[config.mk]
export PLATFORM = sky130hd
export DESIGN_NAME = render_sequencer
export DESIGN_NICKNAME = d
export VERILOG_FILES = /design/src/rtl/render_sequencer.sv
export SDC_FILE = /design/constraint.sdc
export NUM_CORES = 1
export LEC_CHECK = 0
export CAP_MARGIN = 40
export CORE_MARGIN = 3
export CORE_UTILIZATION = 43
export CTS_BUF_LIST = sky130_fd_sc_hd__clkbuf_4 sky130_fd_sc_hd__clkbuf_8
export CTS_CLUSTER_SIZE = 40
export DETAILED_ROUTE_END_ITERATION = 12
export PLACE_DENSITY = 0.88
export SLEW_MARGIN = 30
export SYNTH_ARGS = -nofsm -noshare
export SYNTH_HDL_FRONTEND = slang
export SYNTH_SLANG_ARGS = --single-unit
[constraint.sdc]
create_clock -name clk_33 -period 2.4 [get_ports clk_33]
set_input_delay 0.48 -clock clk_33 [delete_from_list [all_inputs] [get_ports clk_33]]
set_output_delay 0.48 -clock clk_33 [all_outputs]
set_load 0.02 [all_outputs]
[src/rtl/render_sequencer.sv]
// Per-frame sprite scheduler: walks the sprite table and issues one blit per non-empty slot.
// Optional framebuffer clear before each frame is enabled with the BG_CLEAR_EN macro.
module render_sequencer #(
  parameter int unsigned N_ELEM   = 11,
  parameter int unsigned PW       = 12,
  parameter int unsigned LAST_IDX = 10
) (
  input  logic          clk_33,
  input  logic          rst_n,
  input  logic          frame_start,
  input  logic          to_black,
  output logic [3:0]    elem_idx,
  input  logic [PW-1:0] elem_x,
  input  logic [PW-1:0] elem_y,
  input  logic [PW-1:0] elem_w,
  input  logic [PW-1:0] elem_h,
  input  logic [PW-1:0] elem_rx,
  input  logic [PW-1:0] elem_ry,
  output logic          blit_req,
  output logic [PW-1:0] blit_x,
  output logic [PW-1:0] blit_y,
  output logic [PW-1:0] blit_w,
  output logic [PW-1:0] blit_h,
  output logic [PW-1:0] blit_rx,
  output logic [PW-1:0] blit_ry,
  input  logic          blit_ack,
  output logic          clear_req,
  input  logic          clear_ack,
  output logic          busy,
  output logic          write_finished,
  output logic [7:0]    overrun_cnt
);

  localparam logic [3:0] LAST_SLOT  = 4'(N_ELEM - 1);
  localparam logic [3:0] BLACK_SLOT = 4'(LAST_IDX);

  typedef enum logic [2:0] {
    S_IDLE,
`ifdef BG_CLEAR_EN
    S_CLEAR,
`endif
    S_FETCH,
    S_WAIT,
    S_DONE
  } state_t;

  state_t state;
  logic   black_frame;
  logic   last_slot;
  logic   slot_empty;

  // A settlement-page frame draws only one slot, so it always ends after it.
  assign last_slot  = black_frame || (elem_idx == LAST_SLOT);
  assign slot_empty = (elem_w == '0) || (elem_h == '0);

`ifndef BG_CLEAR_EN
  logic unused_clear_ack;
  assign unused_clear_ack = clear_ack;
  assign clear_req        = 1'b0;
`endif

  always_ff @(posedge clk_33 or negedge rst_n) begin
    if (!rst_n) begin
      state          <= S_IDLE;
      black_frame    <= 1'b0;
      elem_idx       <= '0;
      blit_req       <= 1'b0;
      blit_x         <= '0;
      blit_y         <= '0;
      blit_w         <= '0;
      blit_h         <= '0;
      blit_rx        <= '0;
      blit_ry        <= '0;
      busy           <= 1'b0;
      write_finished <= 1'b0;
      overrun_cnt    <= '0;
`ifdef BG_CLEAR_EN
      clear_req      <= 1'b0;
`endif
    end else begin
      write_finished <= 1'b0;

      // Any frame_start outside IDLE (DONE included) is dropped and counted.
      if (frame_start && (state != S_IDLE) && (overrun_cnt != 8'hFF))
        overrun_cnt <= overrun_cnt + 8'd1;

      case (state)
        S_IDLE: begin
          if (frame_start) begin
            black_frame <= to_black;
            busy        <= 1'b1;
            elem_idx    <= to_black ? BLACK_SLOT : 4'd0;
`ifdef BG_CLEAR_EN
            clear_req   <= 1'b1;
            state       <= S_CLEAR;
`else
            state       <= S_FETCH;
`endif
          end
        end
`ifdef BG_CLEAR_EN
        S_CLEAR: begin
          if (clear_ack) begin
            clear_req <= 1'b0;
            state     <= S_FETCH;
          end
        end
`endif
        S_FETCH: begin
          if (slot_empty) begin
            if (last_slot) begin
              state <= S_DONE;
            end else begin
              elem_idx <= elem_idx + 4'd1;
              state    <= S_FETCH;
            end
          end else begin
            blit_x   <= elem_x;
            blit_y   <= elem_y;
            blit_w   <= elem_w;
            blit_h   <= elem_h;
            blit_rx  <= elem_rx;
            blit_ry  <= elem_ry;
            blit_req <= 1'b1;
            state    <= S_WAIT;
          end
        end
        S_WAIT: begin
          if (blit_ack) begin
            blit_req <= 1'b0;
            if (last_slot) begin
              state <= S_DONE;
            end else begin
              elem_idx <= elem_idx + 4'd1;
              state    <= S_FETCH;
            end
          end
        end
        S_DONE: begin
          write_finished <= 1'b1;
          busy           <= 1'b0;
          elem_idx       <= '0;
          state          <= S_IDLE;
        end
        default: state <= S_IDLE;
      endcase
    end
  end

endmodule
# Word-level counts from Yosys, hierarchy flattened
# Cells that the tools add are included.
word_totals:
  regBits: 91
  inputBits: 78
  output_inout_bits: 88
classes:
  addsub: 2
  n_eq_ne: 9
  muxes: 17
  bitwise_logic: 1
  n_reduce_logical: 17
ops:
  columns: ["operator", "count"]
  rows:
  - ["$logic_not 12->1", 2]
  - ["$mux 4", 5]
  - ["$pmux 4 s4", 1]
  - ["$mux 3", 3]
  - ["$pmux 3 s3", 1]
  - ["$add 8x1->8 const B", 1]
  - ["$ne 2x2->1 const B", 4]
  - ["$ne 8x8->1 const B", 1]
  - ["$reduce_and 2->1", 4]
  - ["$eq 3x2->1 const B", 2]
  - ["$add 4x1->4 const B", 1]
  - ["$eq 4x4->1 const B", 1]
  - ["$mux 1", 4]
  - ["$pmux 1 s2", 2]
  - ["$reduce_and 4->1", 1]
  - ["$reduce_bool 2->1", 2]
  - ["$reduce_bool 4->1", 1]
  - ["$eq 3x1->1 const B", 1]
  - ["$logic_not 3->1", 1]
  - ["$reduce_and 3->1", 1]
  - ["$reduce_bool 3->1", 1]
  - ["$logic_and 1x1->1", 2]
  - ["$logic_or 1x1->1", 2]
  - ["$mux 2", 1]
  - ["$not 1->1", 1]

# Logic depth before layout (Yosys ltp)
# Gate-level depths: netlist of the first run.
depth:
  depth_word: 5
  ltp_mapped: 7

# Worst setup path after synthesis of the first run
# OpenSTA, ideal clock, no wires.
synth_path:
  kind: "in2reg"
  from: "input port elem_w[6]"
  to: "register blit_ry[0]"
  setup_time_ps: 125
  arrival_ps: 1928
  required_ps: 2275
  slack_ps: 348
  cell_stages: 5
  path_cell_list: "or4_1 -> o221ai_2 -> buf_6 -> buf_4 -> mux2_2"
synth_via:
  elab_chain_len: 4
synth_lines:
  columns: ["item", "line_no", "rtl"]
  rows:
  - ["start, declared", "15", "input logic [PW-1:0] elem_w,"]
  - ["$logic_not 12->1", "54", "assign slot_empty = (elem_w == '0) || (elem_h == '0);"]
  - ["$logic_or 1x1->1", "54", null]
  - ["$not 1->1 (no source line)", null, null]
  - ["$reduce_and 2->1 (no source line)", null, null]
  - ["end signal, assigned", "123", "blit_ry <= elem_ry;"]
  - ["end, declared", "25", "output logic [PW-1:0] blit_ry,"]
# No other way between the ends.
# A chain may end at the register's enable or synchronous reset.

# Worst setup path after layout of the first run
layout_path:
  from: "register state[0]"
  to: "register elem_idx[1]"
layout_via:
  elab_chain_len: 3
  elab_cells_between_ends: 10
layout_lines:
  columns: ["item", "line_no", "rtl"]
  rows:
  - ["start, declared", "47", "state_t state;"]
  - ["start signal, assigned", "64", "state <= S_IDLE;"]
  - ["start signal, assigned", "97", "state <= S_FETCH;"]
  - ["start signal, assigned", "112", "state <= S_DONE;"]
  - ["$eq 3x2->1, or another cell as far along", "87", "case (state)"]
  - ["$reduce_bool 4->1 (no source line) / $ne 2x2->1 (equally long branches)", null, null]
  - ["$reduce_and 4->1 (no source line)", null, null]
  - ["end signal, assigned", "92", "elem_idx <= to_black ? BLACK_SLOT : 4'd0;"]
  - ["end signal, assigned", "114", "elem_idx <= elem_idx + 4'd1;"]
  - ["end signal, assigned", "134", "elem_idx <= elem_idx + 4'd1;"]
  - ["end, declared", "12", "output logic [3:0] elem_idx,"]
# Parallel ways exist; a longest one is shown, timed or not.

==> out/results.tsv, run 1 <==
metric	value	unit
status	completed	
Pre-Repair DR Iteration Count	4	
hold buffer count at CTS	0	
Fill cells	598	
dpl ws	-165	ps
leading cell type by number of instances after synthesis	dfrtp_1	
Comb pwr share	54.2	%
hold slack	143	ps
critical path data required time	2630	ps
Seq/Total Area, Yosys	61.2	%
placed cell areas	5520	µm²
area delta synth->final	56.0	%
Netlist Area Pre-Place	3680	µm²
Power Internal	5.25	mW
Die H	98.5	µm
Bufs and invs on worst path	2	
vias per cell	5.03	
fraction of registers with async set/reset	100	%
Ports	166	
ordered list of cells on the worst path	inv_1 > ha_1 > inv_1 > o22ai_1 > a211oi_1 > nand2_1 > mux2_1	
worst skew pair latency	350	ps
crit start category	register	
die area	9700	µm²
CP max stage delay	480	ps
all-layer global routing usage	18.1	%
share of power burned in registers	32.8	%
fmax	447	MHz
launch point of the worst reg-to-reg path	state[0]	
setup slack, reg-to-reg	160	ps
nets	508	
Synth area leaders	dfrtp_1 (61%), mux2_2 (23%), ha_1 (2.4%)	
Chip Width	98.5	µm
syn avg cell area	14.8	µm²
Pins Over Slew Limit	0	
CP dominant cell by count	inv_1	
Post-Synth Adder-Cell Area	2.38	%
Setup Fix Bufs, Post-CTS	0	
ant diodes	0	
routed vias	2683	
Arrival @ worst endpoint	2460	ps
detailed-placement wirelength estimate	6.62	mm
final worst clock skew	15.7	ps
starting density of the core	44.5	%
Clock transition at path regs	100	ps
clock sink count	90	
Final period util	93.1	%
Critical path origin	state[0]	
clock network power share	13.0	%
Netlist cell types	38	
xor-xnor portion of the synthesized cell area	1.91	%
CTS Buffer Depth	2	
CTS tree	yes	
first-pass GRT wire length	14.2	mm
Compound-Gate Fraction of Synth Area	3.84	%
Post-synth EDFFs	0	
initial antenna violation count	0	
vias in the first global route	3048	
layout cells sized above 1	24.1	%
# port buffers	163	
Sw Ratio	36.6	%
syn_nets	333	
num rows	33	
core area	8260	µm²
final WL	8.69	mm
Hold WC Path Type	in2async	
cts bufs inserted	9	
Detail Route Antenna Nets	0	
#FFs+latches synth	90	
Crit. End Element	register	
worst-path maximum fanout	7	
Post-synth top cells	dfrtp_1 (90), mux2_2 (74), nand2_1 (11)	
ys flop type	dfrtp_1	
main combinational cell family by area after synthesis	multiplexers	
multiplexer share of the synthesized area	23.5	%
DRC	0	
Synth top area share	61.2	%
RSZ-0062 raised after global routing	no	
PwrDens	1440	nW/µm²
Syn Inst Count	248	
Final TNS setup	0	ps
area leader, netlist	dfrtp_1	
Max IR drop VDD	0.000753	V
final setup margin	165	ps
Root Buffer	clkbuf_8	
delay-heaviest family, CP	compound AO/OA/AOI/OAI gates	
cell area after layout	5740	µm²
H-tree depth	3	
type of the worst setup path	reg2reg	
Final Hold Vio Count	0	
Max Cap Viol	0	
gp weighted congestion	0.778	
Post-Synth Simple-Gate Area	4.56	%
fin util	69.5	%
CP max stage cell	a211oi_1	
largest net degree at the start of global routing	91	
GRT Residual Overflow	0	
crit path time final	2240	ps
Setup-failing EPs final	0	
cts repair resizes	0	
Yosys Warn Count	0	
Leak	2.40	nW
Switch Pwr	3.03	mW
Iter 0 DRT Violations	48	
wire length per cell	16.3	µm
-- sequential cells by signal, indices dropped and copies added (netlist names), 2 cells and up --
name / count
elem_idx: 4
blit_w: 12
blit_y: 12
blit_rx: 12
state: 2
blit_ry: 12
blit_h: 12
overrun_cnt: 8
blit_x: 12
-- metal layers --
layer  vias to the layer above  GRT usage [%]  share of wire, %
li1                       1234              -                 -
met1                      1340           20.5                39
met2                        97           32.8                53
met3                        12           5.31               7.0
met4                         0           5.67               1.5
met5                         -              0                 0
-- cell type report --
cell class	instances	area (µm²)	area share [%]
Clock inverter	5	62.6	1.09
Tap cell	105	131	2.29
Clock buffer	11	151	2.64
Timing Repair Buffer	173	1770	30.8
Sequential cell	90	2250	39.2
Multi-Input combinational cell	142	1350	23.5
Inverter	7	26.3	0.458
-- path summary, 6_finish.rpt --
kind | end | cells after the start
min | blit_w[1] | 2
max | elem_idx[1] | 7
min in group clk_33 | overrun_cnt[6] | 1
max reg2reg | elem_idx[1] | 7
max in group asynchronous | busy | 2
min reg2reg | overrun_cnt[6] | 1
-- placed cells by master, fill, tap and decap left out, types with 2 or more instances in the layout --
master	synthesis	layout
nand2_1	11	11
nor4_1	5	5
inv_1	7	7
and4_1	2	2
xor2_1	3	3
clkbuf_8	0	11
xnor2_1	5	5
clkdlybuf4s50_1	0	162
buf_12	0	5
dfrtp_1	90	90
mux2_2	74	74
clkinvlp_4	0	2
mux2_1	2	2
o22ai_1	2	2
nand2b_1	2	2
buf_4	2	6
a211oi_1	2	2
o21ai_0	4	4
ha_1	7	7
nand4_1	2	2
nand3_1	2	2
clkinv_4	0	2
-- power by group through the flow --
stage	combinational, mW	sequential [mW]	clock (mW)
after floorplan	1.54	3.59	0
after global placement	4.42	2.69	0
after detailed placement	4.53	2.75	0
after CTS	4.54	2.73	1.10
after global routing	4.75	2.82	1.16
final	4.48	2.72	1.08
-- metrics by stage --
| stage | instances | power (mW) |
|---|---|---|
| after floorplan | 248 | 5.13 |
| after CTS | 533 | 8.37 |
| after global placement | 517 | 7.11 |
| after global routing | 533 | 8.74 |
| final | 533 | 8.28 |
| after detailed placement | 517 | 7.28 |
-- worst register-to-register path: stages, from the launching register on --
cell,delay (ps)
dfrtp_1,410
inv_1,90
ha_1,290
inv_1,140
o22ai_1,160
a211oi_1,480
nand2_1,200
mux2_1,350
-- cells by family (layout without fill, tap and decap cells) --
logic type	Yosys count	count (layout)
other cells	1	1
mux	77	77
fa+ha+maj	7	7
compound gates	19	19
xor+xnor	8	8
simple gates	30	30
buf+inv	16	196
flops	90	90
Power figures use the tool's default switching activity.
==> inputs of run 2 (changes only) <==
==> constraint.sdc (replaced) <==
create_clock -name clk_33 -period 2.4 [get_ports clk_33]
set_input_delay 0.6 -clock clk_33 [delete_from_list [all_inputs] [get_ports clk_33]]
set_output_delay 0.6 -clock clk_33 [all_outputs]
set_load 0.02 [all_outputs]
==> run 2 against run 1 <==
Net effect: setup slack lost 94 ps; count of clock-buffer cells in the layout shrank 1; utilization rose by 0.41 points; critical path type is now in2reg; largest cell class unchanged; non-clock buffer count increased by 3; clock power rose by 16%; register-to-register slack better by 110 ps; power up 1.2%; first-iteration DRC count shrank 21%; final area grew 0.59%.
==> out/results.tsv, run 2 (synthesis gave the netlist of run 1 again) <==
metric	value	unit	change
Arrival @ worst endpoint	2550	ps	+90 ps
gp weighted congestion	0.766		-1.5%
CTS tree	yes		
clock sink count	90		unchanged
vias per cell	4.95		-1.7%
Fill cells	597		-0.17%
type of the worst setup path	in2reg		
Chip Width	98.5	µm	unchanged
initial antenna violation count	0		unchanged
cts repair resizes	0		unchanged
setup slack, reg-to-reg	270	ps	+110 ps
Max IR drop VDD	0.000723	V	-4.0%
fmax	429	MHz	-4.0%
Pre-Repair DR Iteration Count	4		unchanged
launch point of the worst reg-to-reg path	state[0]		
Switch Pwr	2.99	mW	-1.4%
wire length per cell	15.6	µm	-4.4%
Die H	98.5	µm	unchanged
share of power burned in registers	32.3	%	-0.5 points
Multi-input gate area	1350	µm²	unchanged
die area	9700	µm²	unchanged
ant diodes	0		unchanged
Detail Route Antenna Nets	0		unchanged
CTS Buffer Depth	2		unchanged
critical path data required time	2620	ps	about the same
hold buffer count at CTS	0		unchanged
crit path time final	2330	ps	+93.8 ps
Sw Ratio	35.6	%	-0.96 points
Power Internal	5.39	mW	+2.7%
detailed-placement wirelength estimate	6.45	mm	-2.5%
Reg area	2250	µm²	unchanged
area delta synth->final	57.0	%	
most common cell after layout, fill and taps aside	clkdlybuf4s50_1		
final WL	8.35	mm	-3.9%
Iter 0 DRT Violations	38		-21%
worst skew pair latency	350	ps	about the same
Crit. End Element	register		
Ports	166		unchanged
Comb pwr share	52.7	%	-1.5 points
Clock transition at path regs	100	ps	about the same
vias in the first global route	2821		-7.4%
clock network power share	15.0	%	+2.0 points
cts bufs inserted	9		unchanged
DRC	0		unchanged
PwrDens	1450	nW/µm²	+0.62%
Power Total	8.38	mW	+1.2%
routed vias	2652		-1.2%
placed insts	520		+0.58%
Final period util	97.1	%	+3.9 points
GRT Residual Overflow	0		unchanged
Setup Fix Bufs, Post-CTS	0		unchanged
num rows	33		unchanged
worst reg2reg path endpoint	elem_idx[1]		
Setup-failing EPs final	0		unchanged
worst-path maximum fanout	48		+41
first-pass GRT wire length	13.7	mm	-3.5%
crit start category	input pin		
starting density of the core	44.5	%	unchanged
nets	511		+0.59%
Final Hold Vio Count	0		unchanged
final worst clock skew	11.3	ps	-4.39 ps
# port buffers	163		unchanged
Hold WC Path Type	in2async		
Root Buffer	clkbuf_8		
cell depth of the worst flop-to-flop path	7		unchanged
largest net degree at the start of global routing	49		-46%
Leak	2.43	nW	+1.2%
commonest non-fill, non-tap cells in the layout	clkdlybuf4s50_1 (162), dfrtp_1 (90), mux2_2 (74)		
RSZ-0062 raised after global routing	no		
all-layer global routing usage	17.5	%	-0.55 points
layout cells sized above 1	24.6	%	+0.53 points
Pins Over Slew Limit	0		unchanged
non-filler cells in the finished layout	536		+0.56%
Max Cap Viol	0		unchanged
H-tree depth	3		unchanged
core area	8260	µm²	unchanged
status	completed		
[run 2: through the flow]
step                      hold WS, ps  instance area (µm²)  setup slack [ps]  setup TNS (ps)  utilization, %
after floorplan                   304                 3680               228               0               -
after global routing              170                 5770              23.2               0            69.9
after CTS                         155                 5770              87.0               0            69.9
after detailed placement          482                 5520              -276          -18600            66.9
final                             156                 5770              70.7               0            69.9
after global placement            479                 5520              -258          -17970            66.9
[run 2: cell type report]
class,count,area share (%)
clock buffer,10,2.38
tap,105,2.28
sequential,90,39.0
timing repair buffer,176,30.6
multi-input combinational,142,23.3
inverter,7,0.455
clock inverter,6,1.95
[run 2: how the worst max path moves through the flow]
stage	endpoint	slack [ps]	startpoint
final	blit_x[6]	70	elem_w[6]
after global routing	blit_x[4]	20	elem_w[6]
after CTS	blit_x[6]	90	elem_w[6]
after detailed placement	blit_y[8]	-280	elem_w[6]
after global placement	blit_ry[0]	-260	elem_w[6]
after floorplan	blit_ry[0]	230	elem_w[6]
[run 2: worst max-delay path: stages]
cell and delay [ps]:
clkdlybuf4s50_1 420, or4_1 610, o221ai_4 230, buf_12 280, mux2_2 380
[run 2: layer usage]
metal	global-route usage (%)	share of wire (%)	wire, µm	up-vias
li1	-	-	-	1240
met1	20.7	39	3270	1310
met2	30.9	53	4420	96
met3	5.38	7.1	593	6
met4	4.94	0.81	68	0
met5	0	0	0	-
[run 2: power by group through the flow]
stage | Sequential, mW | Combinational (mW) | Clock (mW)
after floorplan | 3.59 | 1.54 | 0
after global placement | 2.69 | 4.38 | 0
after detailed placement | 2.74 | 4.46 | 0
after CTS | 2.71 | 4.49 | 1.29
after global routing | 2.81 | 4.70 | 1.35
final | 2.71 | 4.42 | 1.25
